==> src/rtl/mult_pkg.sv <==
// rtl/mult_pkg.sv - shared state encoding and default width for the arithmetic unit
package mult_pkg;
  localparam int STATE_W       = 3;
  localparam int DEFAULT_WIDTH = 4;

  typedef enum logic [STATE_W-1:0] {
    S_IDLE  = 3'd0,
    S_TEST  = 3'd1,
    S_ADD   = 3'd2,
    S_SHIFT = 3'd3,
    S_DONE  = 3'd4
  } state_e;
endpackage

==> src/rtl/shift_add_datapath.sv <==
// rtl/shift_add_datapath.sv - A/B/P/cnt registers, accumulator adder and product register
module shift_add_datapath
  import mult_pkg::*;
#(
  parameter int WIDTH = DEFAULT_WIDTH
) (
  input  logic               clk_i,
  input  logic               rst_ni,
  input  logic               load_i,
  input  logic               add_en_i,
  input  logic               shift_en_i,
  input  logic [WIDTH-1:0]   x_i,
  input  logic [WIDTH-1:0]   y_i,
  output logic               b0_o,
  output logic               last_o,
  output logic [2*WIDTH-1:0] product_o
);
  localparam int CW = $clog2(WIDTH + 1);

  logic [2*WIDTH-1:0] a_q, a_d, p_q, p_d, prod_q, prod_d;
  logic [WIDTH-1:0]   b_q, b_d;
  logic [CW-1:0]      cnt_q, cnt_d;

  assign b0_o      = b_q[0];
  assign last_o    = (cnt_q == CW'(1));
  assign product_o = prod_q;

  always_comb begin
    a_d    = a_q;
    b_d    = b_q;
    p_d    = p_q;
    cnt_d  = cnt_q;
    prod_d = prod_q;
    if (load_i) begin
      a_d   = {{WIDTH{1'b0}}, x_i};
      b_d   = y_i;
      p_d   = '0;
      cnt_d = CW'(WIDTH);
    end else begin
      if (add_en_i) p_d = p_q + a_q;
      if (shift_en_i) begin
        a_d   = a_q << 1;
        b_d   = b_q >> 1;
        cnt_d = cnt_q - CW'(1);
        // P is final once the last bit's add is done, so capture it on the last shift
        if (last_o) prod_d = p_q;
      end
    end
  end

  always_ff @(posedge clk_i or negedge rst_ni) begin
    if (!rst_ni) begin
      a_q    <= '0;
      b_q    <= '0;
      p_q    <= '0;
      cnt_q  <= '0;
      prod_q <= '0;
    end else begin
      a_q    <= a_d;
      b_q    <= b_d;
      p_q    <= p_d;
      cnt_q  <= cnt_d;
      prod_q <= prod_d;
    end
  end
endmodule

==> src/rtl/shift_add_multiplier.sv <==
// rtl/shift_add_multiplier.sv - sequential shift-and-add unsigned multiplier with go/done handshake
module shift_add_multiplier
  import mult_pkg::*;
#(
  parameter int WIDTH = DEFAULT_WIDTH
) (
  input  logic               clk,
  input  logic               rst,
  input  logic               go,
  input  logic [WIDTH-1:0]   x,
  input  logic [WIDTH-1:0]   y,
  output logic [2*WIDTH-1:0] product,
  output logic               done,
  output logic               busy,
  output logic [STATE_W-1:0] CS
);
  state_e cs_q, cs_d;
  logic   load, add_en, shift_en, b0, last;

  shift_add_datapath #(.WIDTH(WIDTH)) u_dp (
    .clk_i      (clk),
    .rst_ni     (rst),
    .load_i     (load),
    .add_en_i   (add_en),
    .shift_en_i (shift_en),
    .x_i        (x),
    .y_i        (y),
    .b0_o       (b0),
    .last_o     (last),
    .product_o  (product)
  );

  always_ff @(posedge clk or negedge rst) begin
    if (!rst) cs_q <= S_IDLE;
    else      cs_q <= cs_d;
  end

  always_comb begin
    cs_d     = cs_q;
    load     = 1'b0;
    add_en   = 1'b0;
    shift_en = 1'b0;
    case (cs_q)
      S_IDLE: begin
        if (go) begin
          load = 1'b1;
          cs_d = S_TEST;
        end
      end
      S_TEST:  cs_d = b0 ? S_ADD : S_SHIFT;
      S_ADD: begin
        add_en = 1'b1;
        cs_d   = S_SHIFT;
      end
      S_SHIFT: begin
        shift_en = 1'b1;
        cs_d     = last ? S_DONE : S_TEST;
      end
      S_DONE:  cs_d = S_IDLE;
      default: cs_d = S_IDLE;
    endcase
  end

  assign done = (cs_q == S_DONE);
  assign busy = (cs_q != S_IDLE);
  assign CS   = cs_q;
endmodule

==> config.mk <==
export PLATFORM = sky130hd
export DESIGN_NAME = shift_add_multiplier
export DESIGN_NICKNAME = d
export VERILOG_FILES = /design/src/rtl/mult_pkg.sv /design/src/rtl/shift_add_datapath.sv /design/src/rtl/shift_add_multiplier.sv
export SDC_FILE = /design/constraint.sdc
export NUM_CORES = 1
export LEC_CHECK = 0
export ABC_AREA = 0
export ABC_CLOCK_PERIOD_IN_PS = 1800
export BUFFER_PORTS_ARGS = -buffer_cell sky130_fd_sc_hd__buf_2
export CAP_MARGIN = 20
export CELL_PAD_IN_SITES_DETAIL_PLACEMENT = 2
export CELL_PAD_IN_SITES_GLOBAL_PLACEMENT = 2
export CORE_UTILIZATION = 32
export DETAILED_ROUTE_END_ITERATION = 8
export PLACE_DENSITY = 0.74
export SETUP_SLACK_MARGIN = 0.1
export SLEW_MARGIN = 5
export SYNTH_ARGS = -nofsm -noshare
export SYNTH_HDL_FRONTEND = slang
export SYNTH_SLANG_ARGS = --single-unit
==> constraint.sdc <==
create_clock -name clk -period 1.8 [get_ports clk]
set_clock_uncertainty 0.05 [all_clocks]
set_input_delay 0.27 -clock clk [delete_from_list [all_inputs] [get_ports clk]]
set_output_delay 0.27 -clock clk [all_outputs]
set_load 0.005 [all_outputs]
After elaboration in Yosys (flattened, before gate mapping)
Index checks and enable logic that the tools add are counted.
{"block": "word_totals", "regBits": 34, "in_bits": 11, "output_inout_bits": 13}
{"block": "op_classes", "add_sub_neg": 2, "n_eq_ne": 6, "muxes": 16, "n_bitwise": 1, "reduce_logical": 5}
{"cell": "$mux 8", "count": 4}
{"cell": "$mux 3", "count": 4}
{"cell": "$pmux 3 s4", "count": 1}
{"cell": "$add 8x8->8", "count": 1}
{"cell": "$mux 4", "count": 2}
{"cell": "$eq 3x1->1 const B", "count": 2}
{"cell": "$eq 3x2->1 const B", "count": 2}
{"cell": "$mux 1", "count": 5}
{"cell": "$reduce_bool 2->1", "count": 2}
{"cell": "$eq 3x3->1 const B", "count": 1}
{"cell": "$logic_not 3->1", "count": 1}
{"cell": "$reduce_and 3->1", "count": 1}
{"cell": "$reduce_bool 3->1", "count": 1}
{"cell": "$sub 3x1->3 const B", "count": 1}
{"cell": "$ne 2x2->1 const B", "count": 1}
{"cell": "$not 1->1", "count": 1}

Depth between registers and ports, before layout
Gate-level depths: netlist (run 1).
{"block": "depth", "word_depth": 4, "ltp_mapped": 8}

Hierarchy
From an unflattened synthesis (run 1), not the netlist that was laid out.
{"block": "hier_totals", "cells_unflattened": 163, "area_unflattened_um2": 1834.3}
{"module": "shift_add_datapath", "n_inst": 1, "cells_per_inst": 146, "area_per_inst_um2": 1644.1, "seq_area_each_um2": 775.7}
{"module": "shift_add_multiplier", "n_inst": 1, "cells_per_inst": 17, "area_per_inst_um2": 190.2, "seq_area_each_um2": 75.1}

Worst setup path before layout (run 1)
OpenSTA, ideal clock, no wires.
{"block": "synth_timing", "path_type": "register to register", "startpoint": "register u_dp.p_q[1]", "endpoint": "register u_dp.p_q[7]", "setup_ps": 79, "t_arrival_ps": 1705, "required_ps": 1671, "slack_ps": -34, "stages_incl_launch_ff": 7, "n_path_buf": 0, "period_less_slack_ps": 1834, "path_cell_list": "dfrtp_1 ha_1 a211oi_2 nor3_1 or3_1 a211oi_2 mux2i_1"}
{"block": "synth_via", "elab_chain_cells": 3}
{"element": "from (decl)", "line_no": "shift_add_datapath.sv:20", "source": "logic [2*WIDTH-1:0] a_q, a_d, p_q, p_d, prod_q, prod_d;"}
{"element": "from (signal assigned)", "line_no": "shift_add_datapath.sv:61", "source": "p_q <= p_d;"}
{"element": "$add 8x8->8", "line_no": "shift_add_datapath.sv:40", "source": "if (add_en_i) p_d = p_q + a_q;"}
{"element": "$mux 8", "line_no": "shift_add_datapath.sv:40"}
{"element": "$mux 8", "line_no": "shift_add_datapath.sv:34", "source": "if (load_i) begin"}
Every way passes these cells. The select of a mux whose other input is x is not followed.
A chain may end at the register's enable or synchronous reset.

Final worst setup path (run 1)
Ends and elaborated chain as after synthesis.

==> results of run 1 <==
## layer usage
metal | up-vias | part of all wire
met3 | 17 | 0.023
met4 | 0 | 0.042
met5 | - | 0
met2 | 34 | 0.55
li1 | 736 | -
met1 | 817 | 0.38
## registers in the layout, indices dropped and copies added, names as in the netlist
| signal | flops |
|---|---|
| u_dp.product_o | 8 |
| CS | 3 |
| u_dp.b_q | 4 |
| u_dp.p_q | 8 |
| u_dp.a_q | 8 |
| u_dp.cnt_q | 3 |
## worst paths after layout
check	startpoint	end	slack, ps
worst max-delay path	u_dp.p_q[1]	u_dp.p_q[7]	-170
worst min-delay path	y[3]	u_dp.b_q[3]	130
worst max register to register	u_dp.p_q[1]	u_dp.p_q[7]	-170
worst min register to register	u_dp.product_o[0]	u_dp.product_o[0]	440
max in group asynchronous	rst	u_dp.p_q[1]	850
min in group asynchronous	rst	u_dp.product_o[3]	480
## worst max-delay path, stage by stage (launching register included)
cell,delay (ps)
dfrtp_2,450
ha_4,280
a211oi_4,260
nor3_2,70
or3_1,330
a211oi_2,230
mux2i_1,210
## cell families after synthesis
family,after synthesis,share of synthesized area
multiplexers,10,0.06219
XOR/XNOR,4,0.01979
flip-flops,34,0.4806
adder cells (fa/ha/maj),10,0.07491
AND/OR/NAND/NOR,75,0.2050
buffers and inverters,16,0.04099
AO/OA/AOI/OAI,33,0.1166
## stage by stage
| stage | power, mW | cell area, sq um |
|---|---|---|
| final | 4.018 | 2435 |
| after global routing | 4.310 | 2435 |
| after CTS | 3.858 | 2375 |
| after detailed placement | 3.008 | 2111 |
| after global placement | 2.818 | 2111 |
| after floorplan | 2.257 | 1770 |
## area by class of cell
| class | instances | area (sq um) |
|---|---|---|
| clock buffers | 7 | 86.33 |
| clock inverters | 1 | 5.005 |
| fillers | 563 | 2770 |
| inverters | 8 | 32.53 |
| multi-input cells | 132 | 967.2 |
| flip-flops and latches | 34 | 854.6 |
| well taps | 70 | 87.58 |
| repair buffers | 57 | 401.6 |
## report_power, final
group	switching (mW)	internal, mW	leakage [nW]	total (mW)
clock	0.293	0.309	0.0482	0.602
combinational	1.08	0.983	0.684	2.06
sequential	0.287	1.07	0.439	1.36
## layout by cell type (no fill, tap or decap), types with 2 or more instances in the layout
master	count
a21oi_1	9
a21oi_2	4
a22oi_1	4
a31oi_1	2
buf_12	2
buf_2	23
buf_4	30
clkbuf_8	6
dfrtp_1	31
dfrtp_2	3
ha_1	6
ha_4	3
inv_1	5
inv_2	2
mux2_1	8
mux2i_1	2
nand2_1	29
nand2b_1	2
nand3_1	6
nor2_1	16
nor2b_4	2
nor3_2	3
nor3b_1	5
o21ai_0	3
o21ai_2	3
or3_1	2
xnor2_1	2
xor2_1	2
## what timing repair did
action | 4_1_cts | 5_1_grt
pin swaps | 10 | 9
setup endpoints to repair | 13 | 18
setup buffers | 8 | 1
resized for setup | 17 | 16
hold endpoints to repair | 34 | 0
hold buffers | 1 | 0
==> key figures, run 1 <==
Synth
  • Top_reg_cell synth: dfrtp_1
  • Cells after synthesis: 182
  • Top cell type's share of synthesized area: 0.4806
  • Seq cells post-synth: 34
  • Synth area leaders: dfrtp_1, ha_1, nand2_1, mux2_1, a21oi_1
  • Area leader, netlist: dfrtp_1
  • Fraction of registers with async set/reset: 1.000
  • Yosys Warn Count: 0
  • Commonest cells in the synthesized netlist: dfrtp_1, nand2_1, nor2_1
  • Synthesized cell area: 1770 sq um
  • Sequential area share after synthesis: 0.4806
  • Syn Nets: 203
  • Most frequent cell after synthesis: dfrtp_1
  • Post-synth EDFFs: 0
  • Mean area per synthesized cell: 9.728 sq um
  • Netlist cell types: 41

Clock network
  • Worst-case clock buffer depth: 2
  • Sink Count: 34
  • Root Buffer: clkbuf_8
  • Worst-skew pair later-pin latency: 290 ps
  • CTS tree: built
  • CTS Buf Count: 5
  • Clock slew at reported path FFs: 70 ps
  • CTS H-Tree Depth: 2

Floorplanning
  • Core Region: 5205 sq um
  • Row count: 26
  • IO Pins: 24
  • Die width: 76.38 um
  • Chip height: 76.38 um
  • Die area: 5834 sq um
  • Starting Density: 0.3401

Cells and area
  • Diodes inserted: 0
  • Non-Filler Instances: 309
  • Final core utilization: 0.4678
  • Layout cells sized above 1: 0.4017
  • Area growth, synth to finish: 37.53%
  • Nets: 259

Timing
  • Slew @ Worst Pin: 459.1 ps
  • Final Hold Violating Endpoints: 0
  • Setup violations, final: 4
  • Setup TNS Final: -430.1 ps
  • Worst Hold Margin: 131.5 ps
  • Period minus WS final: 1974 ps
  • Rel. slew slack: 0.6939
  • Final period utilization: 1.097
  • Peak Freq: 506.6 MHz
  • Final slew viol count: 0
  • RSZ-0062 raised after global routing: true
  • Final WS setup: -173.8 ps

GRT
  • M1 GR Usage: 0.2401
  • First-pass GRT wire length: 10310 um
  • Vias in the first global route: 1918
  • Grt peak-use layer: met2
  • Global Route Usage Sum: 0.2362
  • Met3 Resource Use GR: 0.04431
  • Largest net degree at the start of global routing: 35
  • Met2 Use GR: 0.4505
  • Initial antenna violation count: 0
  • Grt total ovfl: 0

Placement
  • # port buffers: 23
  • Pre-CTS WS: -214.9 ps
  • Hpwl dp: 3925 um
  • Inst Count DP: 291
  • Final Wtd Congestion: 0.7819

Routing
  • Antenna-violating nets left: 0
  • Via-per-instance ratio: 5.191
  • Wire per inst: 20.44 um
  • Pre-Repair DR Iteration Count: 4
  • DRT iter0 DRCs: 35
  • WL final: 6317 um
  • Drc violations: 0
  • DR vias: 1604

Power
  • Highest ir drop seen on vdd: 0.6493 mV
  • Pleak: 1.172 nW
  • Power Dens Cells: 1650 nW/um^2

Setup path
  • Crit. End Element: flop
  • Worst Path Required: 1960 ps
  • CP Max Fanout: 2
  • Reg2reg path depth: 6
  • Critical path type: flop to flop
  • CP Launch Type: flop
  • Worst EP arrival: 2130 ps

Status
  • Failing checks: setup timing
  • Status: finished, violations left

Flow run
  • Max-cap viol count: 0

Min path
  • Worst Hold Depth: 3
  • Min-Delay Path Class: input port to flop
Note: power is estimated with default switching activity, not from simulation.
==> run 2: changes to the inputs <==
Settings changed: REMOVE_ABC_BUFFERS set to 1.
==> key figures, run 2 (synthesis results as in run 1) <==
Routing
  • Via-per-instance ratio: 5.116
  • DRT iter0 DRCs: 49
  • WL final: 5708 um
  • Drc violations: 0
  • Wire per inst: 18.84 um
  • Pre-Repair DR Iteration Count: 4
  • Antenna-violating nets left: 0
  • DR vias: 1550

Timing
  • Peak Freq: 517.7 MHz
  • RSZ-0062 raised after global routing: true
  • Final Hold Violating Endpoints: 0
  • Final slew viol count: 0
  • Final WS setup: -131.5 ps
  • Rel. slew slack: 0.7003
  • Final period utilization: 1.073
  • Period minus WS final: 1932 ps
  • Setup violations, final: 3
  • Slew @ Worst Pin: 449.5 ps
  • Setup TNS Final: -191.8 ps

Status
  • Status: finished, violations left
  • Failing checks: setup timing

Clock network
  • Clock slew at reported path FFs: 70 ps
  • CTS H-Tree Depth: 2
  • Sink Count: 34
  • CTS Buf Count: 5
  • CTS tree: built
  • Root Buffer: clkbuf_8
  • Worst-case clock buffer depth: 2
  • Worst-skew pair later-pin latency: 290 ps

Placement
  • Pre-CTS WS: -163.4 ps
  • Placed Area: 2111 sq um
  • Final Wtd Congestion: 0.8537
  • Hpwl dp: 3694 um
  • # port buffers: 23

Setup path
  • Worst Path Required: 1920 ps
  • Worst EP arrival: 2050 ps
  • Crit. End Element: flop
  • CP Max Fanout: 2
  • Critical path type: flop to flop
  • CP Launch Type: flop

Floorplanning
  • Chip height: 76.38 um
  • Die width: 76.38 um
  • Starting Density: 0.3401
  • IO Pins: 24
  • Die area: 5834 sq um
  • Row count: 26
  • Core Region: 5205 sq um

Power
  • Pleak: 1.124 nW
  • Power after layout: 3.869 mW
  • Highest ir drop seen on vdd: 0.5896 mV
  • Power Dens Cells: 1644 nW/um^2

Min path
  • Min-Delay Path Class: input port to flop

Cells and area
  • Nets: 255
  • Most common cell after layout, fill and taps aside: dfrtp_1
  • Diodes inserted: 0
  • Post-route cell area: 2354 sq um
  • Layout cells sized above 1: 0.3648
  • Area growth, synth to finish: 32.93%
  • Commonest non-fill, non-tap cells in the layout: dfrtp_1, nand2_1, buf_4
  • FILL cells: 562

GRT
  • Vias in the first global route: 1769
  • Grt total ovfl: 0
  • First-pass GRT wire length: 9411 um
  • Global Route Usage Sum: 0.2124
  • Initial antenna violation count: 0
  • Largest net degree at the start of global routing: 35

Flow run
  • Max-cap viol count: 0
[run 2: cell types whose count changed in the layout (fill, tap and decap cells not counted), sizes merged]
| cell | change |
|---|---|
| clkinv | -1 |
| buf | -4 |
| clkbuf | -1 |
[run 2: final timing paths]
path	endpoint	startpoint	cells after the start	slack, ps
max	u_dp.p_q[7]	u_dp.a_q[1]	7	-130
min	u_dp.b_q[3]	y[3]	3	130
max reg2reg	u_dp.p_q[7]	u_dp.a_q[1]	7	-130
min reg2reg	u_dp.b_q[0]	u_dp.b_q[0]	2	440
max in group asynchronous	u_dp.a_q[3]	rst	3	880
min in group asynchronous	u_dp.p_q[2]	rst	3	490
[run 2: timing repair]
item / in CTS / in global routing
gates resized for setup: 12 / 12
endpoints found under the setup margin: 12 / 14
pin swaps: 7 / 8
hold endpoints to repair: 34 / 0
hold buffers: 1 / 0
setup buffers: 2 / 3
[run 2: per-layer routing]
layer,vias to the layer above,share of wire,track usage
met5,-,0,0
li1,722,-,-
met3,11,0.027,0.04431
met1,792,0.41,0.2399
met2,25,0.54,0.3973
met4,0,0.024,0.06346
[run 2: worst max-delay path, cell delays in order (launching register included)]
cell	delay (ps)
dfrtp_1	430
ha_4	280
a211oi_4	260
nor3_2	70
buf_4	140
nor4_2	350
a211oi_2	100
mux2i_1	130
[run 2: cell type report]
cell class | count | area [sq um] | share of cell area
clock buffers | 6 | 82.58 | 0.03509
inverters | 8 | 30.03 | 0.01276
multi-input cells | 132 | 943.4 | 0.4009
flip-flops and latches | 34 | 850.8 | 0.3615
well taps | 70 | 87.58 | 0.03721
repair buffers | 53 | 359.1 | 0.1526
[run 2: through the flow]
stage | cells | hold WS (ps) | util
2_1_floorplan | 174 | -75.59 | -
3_3_place_gp | 291 | 277.9 | 0.4055
3_5_place_dp | 291 | 290.1 | 0.4055
4_1_cts | 300 | 126.6 | 0.4389
5_1_grt | 303 | 137.4 | 0.4522
6_report | 303 | 130.0 | 0.4522
[run 2: power breakdown]
group / internal [mW] / switching [mW]
combinational: 0.946 / 1.02
sequential: 1.06 / 0.263
clock: 0.295 / 0.277
